## src/rtl/cpu_pkg.sv

```systemverilog
// cpu_pkg: shared RV32M constants, multiply/divide FSM state encoding and
// divide special-case helpers used by muldiv_unit and div_iter_32.
package cpu_pkg;

   localparam int unsigned XLEN      = 32;
   localparam int unsigned DIV_ITERS = 32;

   // M-extension funct3 codes
   localparam logic [2:0] MD_MUL    = 3'b000;
   localparam logic [2:0] MD_MULH   = 3'b001;
   localparam logic [2:0] MD_MULHSU = 3'b010;
   localparam logic [2:0] MD_MULHU  = 3'b011;
   localparam logic [2:0] MD_DIV    = 3'b100;
   localparam logic [2:0] MD_DIVU   = 3'b101;
   localparam logic [2:0] MD_REM    = 3'b110;
   localparam logic [2:0] MD_REMU   = 3'b111;

   typedef enum logic [1:0] {
      S_IDLE = 2'b00,
      S_MUL  = 2'b01,
      S_DIV  = 2'b10,
      S_FIX  = 2'b11
   } md_state_t;

   // True for divide by zero or signed 0x80000000 / -1 (op must be a divide op)
   function automatic logic div_is_special(input logic [2:0]      op,
                                           input logic [XLEN-1:0] a,
                                           input logic [XLEN-1:0] b);
      return (b == '0) || (!op[0] && (a == {1'b1, {(XLEN-1){1'b0}}}) && (b == '1));
   endfunction

   // Architectural result for the special cases flagged by div_is_special
   function automatic logic [XLEN-1:0] div_special(input logic [2:0]      op,
                                                   input logic [XLEN-1:0] a,
                                                   input logic [XLEN-1:0] b);
      logic [XLEN-1:0] r;
      if (b == '0) begin
         r = op[1] ? a : '1;
      end else begin
         r = op[1] ? '0 : {1'b1, {(XLEN-1){1'b0}}};
      end
      return r;
   endfunction

endpackage

```

## src/rtl/div_iter_32.sv

```systemverilog
// div_iter_32: one restoring shift-subtract divide step. Shifts the next
// dividend bit into the partial remainder, subtracts the divisor when it fits
// and reports the resulting quotient bit.
module div_iter_32
   import cpu_pkg::*;
(
   input  logic [XLEN-1:0] rem_in,
   input  logic            dvd_bit,
   input  logic [XLEN-1:0] dvs,
   output logic [XLEN-1:0] rem_out,
   output logic            q_bit
);

   logic [XLEN:0] shifted;

   // Trial subtraction; the partial remainder stays below the divisor so it
   // always fits back into XLEN bits.
   always_comb begin
      shifted = {rem_in, dvd_bit};
      q_bit   = (shifted >= {1'b0, dvs});
      rem_out = q_bit ? (shifted[XLEN-1:0] - dvs) : shifted[XLEN-1:0];
   end

endmodule

```

## src/rtl/muldiv_unit.sv

```systemverilog
// muldiv_unit: iterative RV32M multiply/divide unit for the EX stage.
// START/BUSY/VALID handshake; multiply completes one edge after acceptance,
// divide runs 32 restoring steps plus one sign-fix edge.
// Optional build macro MULDIV_EARLY_OUT_EN: divide by zero, signed overflow
// and unsigned dividend < divisor complete one edge after acceptance.
module muldiv_unit
   import cpu_pkg::*;
#(
   parameter int unsigned XLEN = cpu_pkg::XLEN
) (
   input  logic            CLK,
   input  logic            RESET,
   input  logic            START,
   input  logic            FLUSH,
   input  logic [2:0]      OPERATION,
   input  logic [XLEN-1:0] OPERAND1,
   input  logic [XLEN-1:0] OPERAND2,
   output logic [XLEN-1:0] RESULT,
   output logic            VALID,
   output logic            BUSY
);

   localparam logic [5:0] ITER_LAST = 6'(DIV_ITERS - 1);

   md_state_t       state_q, state_d;
   logic [2:0]      op_q, op_d;
   logic [XLEN-1:0] a_q, a_d, b_q, b_d;
   logic [XLEN-1:0] quo_q, quo_d, rem_q, rem_d, dvs_q, dvs_d;
   logic [XLEN-1:0] result_q, result_d;
   logic [5:0]      cnt_q, cnt_d;
   logic            qneg_q, qneg_d, rneg_q, rneg_d, spec_q, spec_d;
   logic            valid_q, valid_d;

   logic            acc_signed, acc_a_neg, acc_b_neg, acc_spec, acc_early;
   logic [XLEN-1:0] acc_a_mag, acc_b_mag;

   logic            mul_sgn_a, mul_sgn_b;
   logic [XLEN:0]   mul_a, mul_b;
   logic [2*XLEN-1:0] mul_p;
   logic [XLEN-1:0] mul_res, early_res, fix_res;

   logic [XLEN-1:0] step_rem;
   logic            step_q;

   div_iter_32 u_step (
      .rem_in  (rem_q),
      .dvd_bit (quo_q[XLEN-1]),
      .dvs     (dvs_q),
      .rem_out (step_rem),
      .q_bit   (step_q)
   );

   // Operand preparation at acceptance: magnitudes, result signs, fast paths
   always_comb begin
      acc_signed = OPERATION[2] & ~OPERATION[0];
      acc_a_neg  = acc_signed & OPERAND1[XLEN-1];
      acc_b_neg  = acc_signed & OPERAND2[XLEN-1];
      acc_a_mag  = acc_a_neg ? -OPERAND1 : OPERAND1;
      acc_b_mag  = acc_b_neg ? -OPERAND2 : OPERAND2;
      acc_spec   = OPERATION[2] & div_is_special(OPERATION, OPERAND1, OPERAND2);
`ifdef MULDIV_EARLY_OUT_EN
      acc_early  = acc_spec |
                   (OPERATION[2] & OPERATION[0] & (OPERAND1 < OPERAND2));
`else
      acc_early  = 1'b0;
`endif
   end

   // 33x33 signed multiply on sign/zero-extended operands, plus the result
   // selection for the early-out and sign-fix completions
   always_comb begin
      mul_sgn_a = (op_q == MD_MULH) || (op_q == MD_MULHSU);
      mul_sgn_b = (op_q == MD_MULH);
      mul_a     = {mul_sgn_a & a_q[XLEN-1], a_q};
      mul_b     = {mul_sgn_b & b_q[XLEN-1], b_q};
      mul_p     = {{(XLEN-1){mul_a[XLEN]}}, mul_a} * {{(XLEN-1){mul_b[XLEN]}}, mul_b};
      mul_res   = (op_q == MD_MUL) ? mul_p[XLEN-1:0] : mul_p[2*XLEN-1:XLEN];

      if (spec_q) begin
         early_res = div_special(op_q, a_q, b_q);
      end else begin
         early_res = op_q[1] ? a_q : '0;
      end

      if (spec_q) begin
         fix_res = div_special(op_q, a_q, b_q);
      end else if (op_q[1]) begin
         fix_res = rneg_q ? -rem_q : rem_q;
      end else begin
         fix_res = qneg_q ? -quo_q : quo_q;
      end
   end

   // Next-state and datapath update; FLUSH overrides everything else
   always_comb begin
      state_d  = state_q;
      op_d     = op_q;
      a_d      = a_q;
      b_d      = b_q;
      quo_d    = quo_q;
      rem_d    = rem_q;
      dvs_d    = dvs_q;
      cnt_d    = cnt_q;
      qneg_d   = qneg_q;
      rneg_d   = rneg_q;
      spec_d   = spec_q;
      result_d = result_q;
      valid_d  = 1'b0;

      case (state_q)
         S_IDLE: begin
            if (START) begin
               op_d    = OPERATION;
               a_d     = OPERAND1;
               b_d     = OPERAND2;
               quo_d   = acc_a_mag;
               dvs_d   = acc_b_mag;
               rem_d   = '0;
               cnt_d   = '0;
               qneg_d  = acc_a_neg ^ acc_b_neg;
               rneg_d  = acc_a_neg;
               spec_d  = acc_spec;
               state_d = (!OPERATION[2] || acc_early) ? S_MUL : S_DIV;
            end
         end
         S_MUL: begin
            result_d = op_q[2] ? early_res : mul_res;
            valid_d  = 1'b1;
            state_d  = S_IDLE;
         end
         S_DIV: begin
            rem_d = step_rem;
            quo_d = {quo_q[XLEN-2:0], step_q};
            cnt_d = cnt_q + 6'd1;
            if (cnt_q == ITER_LAST) begin
               state_d = S_FIX;
            end
         end
         S_FIX: begin
            result_d = fix_res;
            valid_d  = 1'b1;
            state_d  = S_IDLE;
         end
         default: state_d = S_IDLE;
      endcase

      if (FLUSH) begin
         state_d  = S_IDLE;
         valid_d  = 1'b0;
         result_d = result_q;
      end
   end

   // FSM state register
   always_ff @(posedge CLK or negedge RESET) begin
      if (!RESET) begin
         state_q <= S_IDLE;
      end else begin
         state_q <= state_d;
      end
   end

   // Operand, divider and result registers
   always_ff @(posedge CLK or negedge RESET) begin
      if (!RESET) begin
         op_q     <= '0;
         a_q      <= '0;
         b_q      <= '0;
         quo_q    <= '0;
         rem_q    <= '0;
         dvs_q    <= '0;
         cnt_q    <= '0;
         qneg_q   <= 1'b0;
         rneg_q   <= 1'b0;
         spec_q   <= 1'b0;
         result_q <= '0;
         valid_q  <= 1'b0;
      end else begin
         op_q     <= op_d;
         a_q      <= a_d;
         b_q      <= b_d;
         quo_q    <= quo_d;
         rem_q    <= rem_d;
         dvs_q    <= dvs_d;
         cnt_q    <= cnt_d;
         qneg_q   <= qneg_d;
         rneg_q   <= rneg_d;
         spec_q   <= spec_d;
         result_q <= result_d;
         valid_q  <= valid_d;
      end
   end

   assign RESULT = result_q;
   assign VALID  = valid_q;
   assign BUSY   = (state_q != S_IDLE);

endmodule

```

## config.mk

```make
export PLATFORM = sky130hd
export DESIGN_NAME = muldiv_unit
export DESIGN_NICKNAME = d
export VERILOG_FILES = /design/src/rtl/cpu_pkg.sv /design/src/rtl/div_iter_32.sv /design/src/rtl/muldiv_unit.sv
export SDC_FILE = /design/constraint.sdc
export NUM_CORES = 2
export LEC_CHECK = 0
export ABC_AREA = 1
export ABC_CLOCK_PERIOD_IN_PS = 11000
export CORE_MARGIN = 2
export CORE_UTILIZATION = 55
export DETAILED_ROUTE_END_ITERATION = 8
export PLACE_DENSITY = 0.75
export SETUP_SLACK_MARGIN = 0.3
export SLEW_MARGIN = 20
export SYNTH_ARGS = -nofsm -noshare
export SYNTH_HDL_FRONTEND = slang
export SYNTH_SLANG_ARGS = --single-unit
```

## constraint.sdc

```tcl
create_clock -name CLK -period 11 [get_ports CLK]
set_input_delay 1.65 -clock CLK [delete_from_list [all_inputs] [get_ports CLK]]
set_output_delay 1.65 -clock CLK [all_outputs]
set_load 0.02 [all_outputs]
```

==> flow_summary.json <==
{
  "antenna_found_initial": 7,
  "crit_buf_inv": 7,
  "reg2regPathDepth": 31,
  "rsz0062_at_grt": "no",
  "synth_top_cell_area_share_pct": 40.8,
  "finalSetupTns_ns": 0,
  "syn-cell-area_mm2": 0.0553,
  "finalSetupViolations": 0,
  "synthArstFlopShare_pct": 100,
  "max-slew-margin-rel_pct": 21.2,
  "drt_first_pass_iters": 6,
  "die_w_um": 321,
  "gp_congestion": 1.06,
  "synth_area_leader_cell": "fa_1",
  "cts_tree": "built",
  "setup.worst_path.end": "RESULT[29]",
  "root_buffer": "clkbuf_16",
  "cts_max_level": 1,
  "avgSynthCellArea_um2": 7.55,
  "boundaryPins": 105,
  "cts_resized": 0,
  "avgViaCountPerCell": 5.70,
  "r2r_setup_slack_ns": 1.41,
  "min-delay-start": "a_q[15]",
  "r2r_end": "RESULT[29]",
  "mostFrequentLayoutCells": "nand2_1 (1,836), inv_1 (1,816), fa_1 (1,126)",
  "path_max_fanout": 17,
  "worst_pin_slew_ns": 1.18,
  "cts.sinks": 206,
  "min_period_ns": 9.59,
  "critPathMaxStageDelay_ns": 0.80,
  "crit_path_frequent_cell": "fa_1",
  "drc_errors": 0,
  "clock_latency_ns": 0.56,
  "max_freq_ghz": 0.104,
  "drtIter0Drc": 4744,
  "synthTopCellsByArea": "fa_1 (41%), nand2_1 (12%), inv_1 (12%)",
  "die-area_mm2": 0.103,
  "status": "completed",
  "r2r-start": "op_q[0]",
  "grt_pass1_wl_mm": 291,
  "synth_flop_cell": "dfrtp_1",
  "crit_required_ns": 11.45,
  "hold_class": "reg -> reg",
  "wl_per_cell_um": 21.8,
  "end_kind": "flop",
  "final_cells": 8496,
  "start_util_pct": 55.4,
  "dp_cells": 8451,
  "clk_pin_slew_ns": 0.07,
  "ant_nets": 0,
  "slowest_stage": "fa_1",
  "worstSetupPathType": "reg -> reg",
  "drv_cap": 0,
  "core_area_mm2": 0.0999,
  "synth-edff-count": 0,
  "synth_warnings": 0,
  "die_height_um": 321,
  "synth_seq_cells": 206,
  "numCtsBuffers": 24,
  "finalHoldViolCount": 0,
  "hpwl_mm": 150,
  "syn_nets": 8771,
  "vias": 48500,
  "postCtsSetupBuffers": 0,
  "grt_max_degree": 92,
  "startpoint": "op_q[0]",
  "clk_path_buf_depth": 3,
  "fin_nets": 8626,
  "track_usage_pct": 36.9,
  "final_common_cell": "nand2_1",
  "wl_mm": 185,
  "critPathLaunchType": "flop",
  "port_buffers": 104,
  "yosysUniqueCellTypes": 62,
  "postSynthCellCount": 7324,
  "layout-drive-gt1-share_pct": 3.96,
  "drv_slew": 0,
  "fp-row-count": 116,
  "arrival_ns": 10.04,
  "hold_buffers": 0,
  "crit_cells": 31,
  "fin_skew_ns": 0.0257,
  "areaGrowthSynthToFinish_pct": 4.97,
  "crit_family": "adder cells",
  "fin_crit_sh_pct": 87.2,
  "yosysSeqAreaShare_pct": 9.32,
  "first_global_vias": 50900,
  "grt_overflow": 0
}
## sequential cells by signal, summed over array words and instances, names as in the netlist
name     count
dvs_q       31
b_q         32
cnt_q        6
op_q         3
state_q      2
rem_q       32
qneg_q       1
quo_q       32
VALID        1
a_q         32
rneg_q       1
RESULT      32
spec_q       1
## worst min path at each step
| stage | end | slack [ns] | cells past startpoint |
|---|---|---|---|
| 2_1_floorplan | cnt_q[3] | 0.46 | 1 |
| 3_3_place_gp | RESULT[1] | 0.47 | 2 |
| 3_5_place_dp | a_q[15] | 0.47 | 2 |
| 4_1_cts | a_q[15] | 0.48 | 2 |
| 5_1_grt | a_q[15] | 0.50 | 2 |
| 6_report | a_q[15] | 0.48 | 2 |
## synth_stat cells, types with 38 or more instances
| library cell | count |
|---|---|
| o21ai_1 | 78 |
| inv_2 | 38 |
| inv_1 | 1817 |
| a21oi_1 | 254 |
| fa_1 | 1126 |
| nand3_1 | 242 |
| nor3_1 | 46 |
| dfrtp_1 | 206 |
| xor2_1 | 52 |
| nand4_1 | 53 |
| ha_1 | 250 |
| clkbuf_1 | 289 |
| nor2_1 | 386 |
| nand2_1 | 1837 |
| o21ai_0 | 257 |
## cells by family after synthesis
| kind of cell | share of synthesized area (%) |
|---|---|
| DFF | 9.32 |
| AOI/OAI and AO/OA | 7.68 |
| adders and majority gates | 46.4 |
| and+or+nand+nor | 19.9 |
| xor gates and xnor gates | 1.30 |
| buffers and inverters | 15.3 |
## worst register-to-register path, delay by kind of cell, from the launching register on
kind	cells	cell delay, ns
flip-flops	1	0.44
adder cells (fa/ha/maj)	9	4.99
buffers and inverters	7	1.28
AND/OR/NAND/NOR	10	1.69
AO/OA/AOI/OAI	5	1.10
## metrics by stage
step	instance area (µm²)	utilization [%]	setup WS, ns	hold WS [ns]
after floorplan	55300	-	2.99	0.456
after global placement	57200	57.3	1.65	0.466
after detailed placement	57200	57.3	1.35	0.467
after CTS	58000	58.1	1.34	0.484
after global routing	58000	58.1	0.694	0.498
final	58000	58.1	1.41	0.482
## layer usage
| metal | track usage, % | part of all wire (%) |
|---|---|---|
| met5 | 0 | 0.037 |
| met1 | 49.6 | 39 |
| met2 | 59.5 | 46 |
| met4 | 14.8 | 4.8 |
| met3 | 6.60 | 10 |
## area by class of cell
cell class | instances | area, µm²
antenna | 1 | 2.50
inverter | 1863 | 7000
tap | 1298 | 1620
timing repair buffer | 190 | 1700
multi-input combinational | 4894 | 41700
clock inverter | 14 | 199
fill | 9245 | 41800
sequential | 206 | 5170
clock buffer | 30 | 664
Power is left out: the tool's default activity adds up to more than one toggle a clock period on the data nets, which glitch-free logic cannot reach.
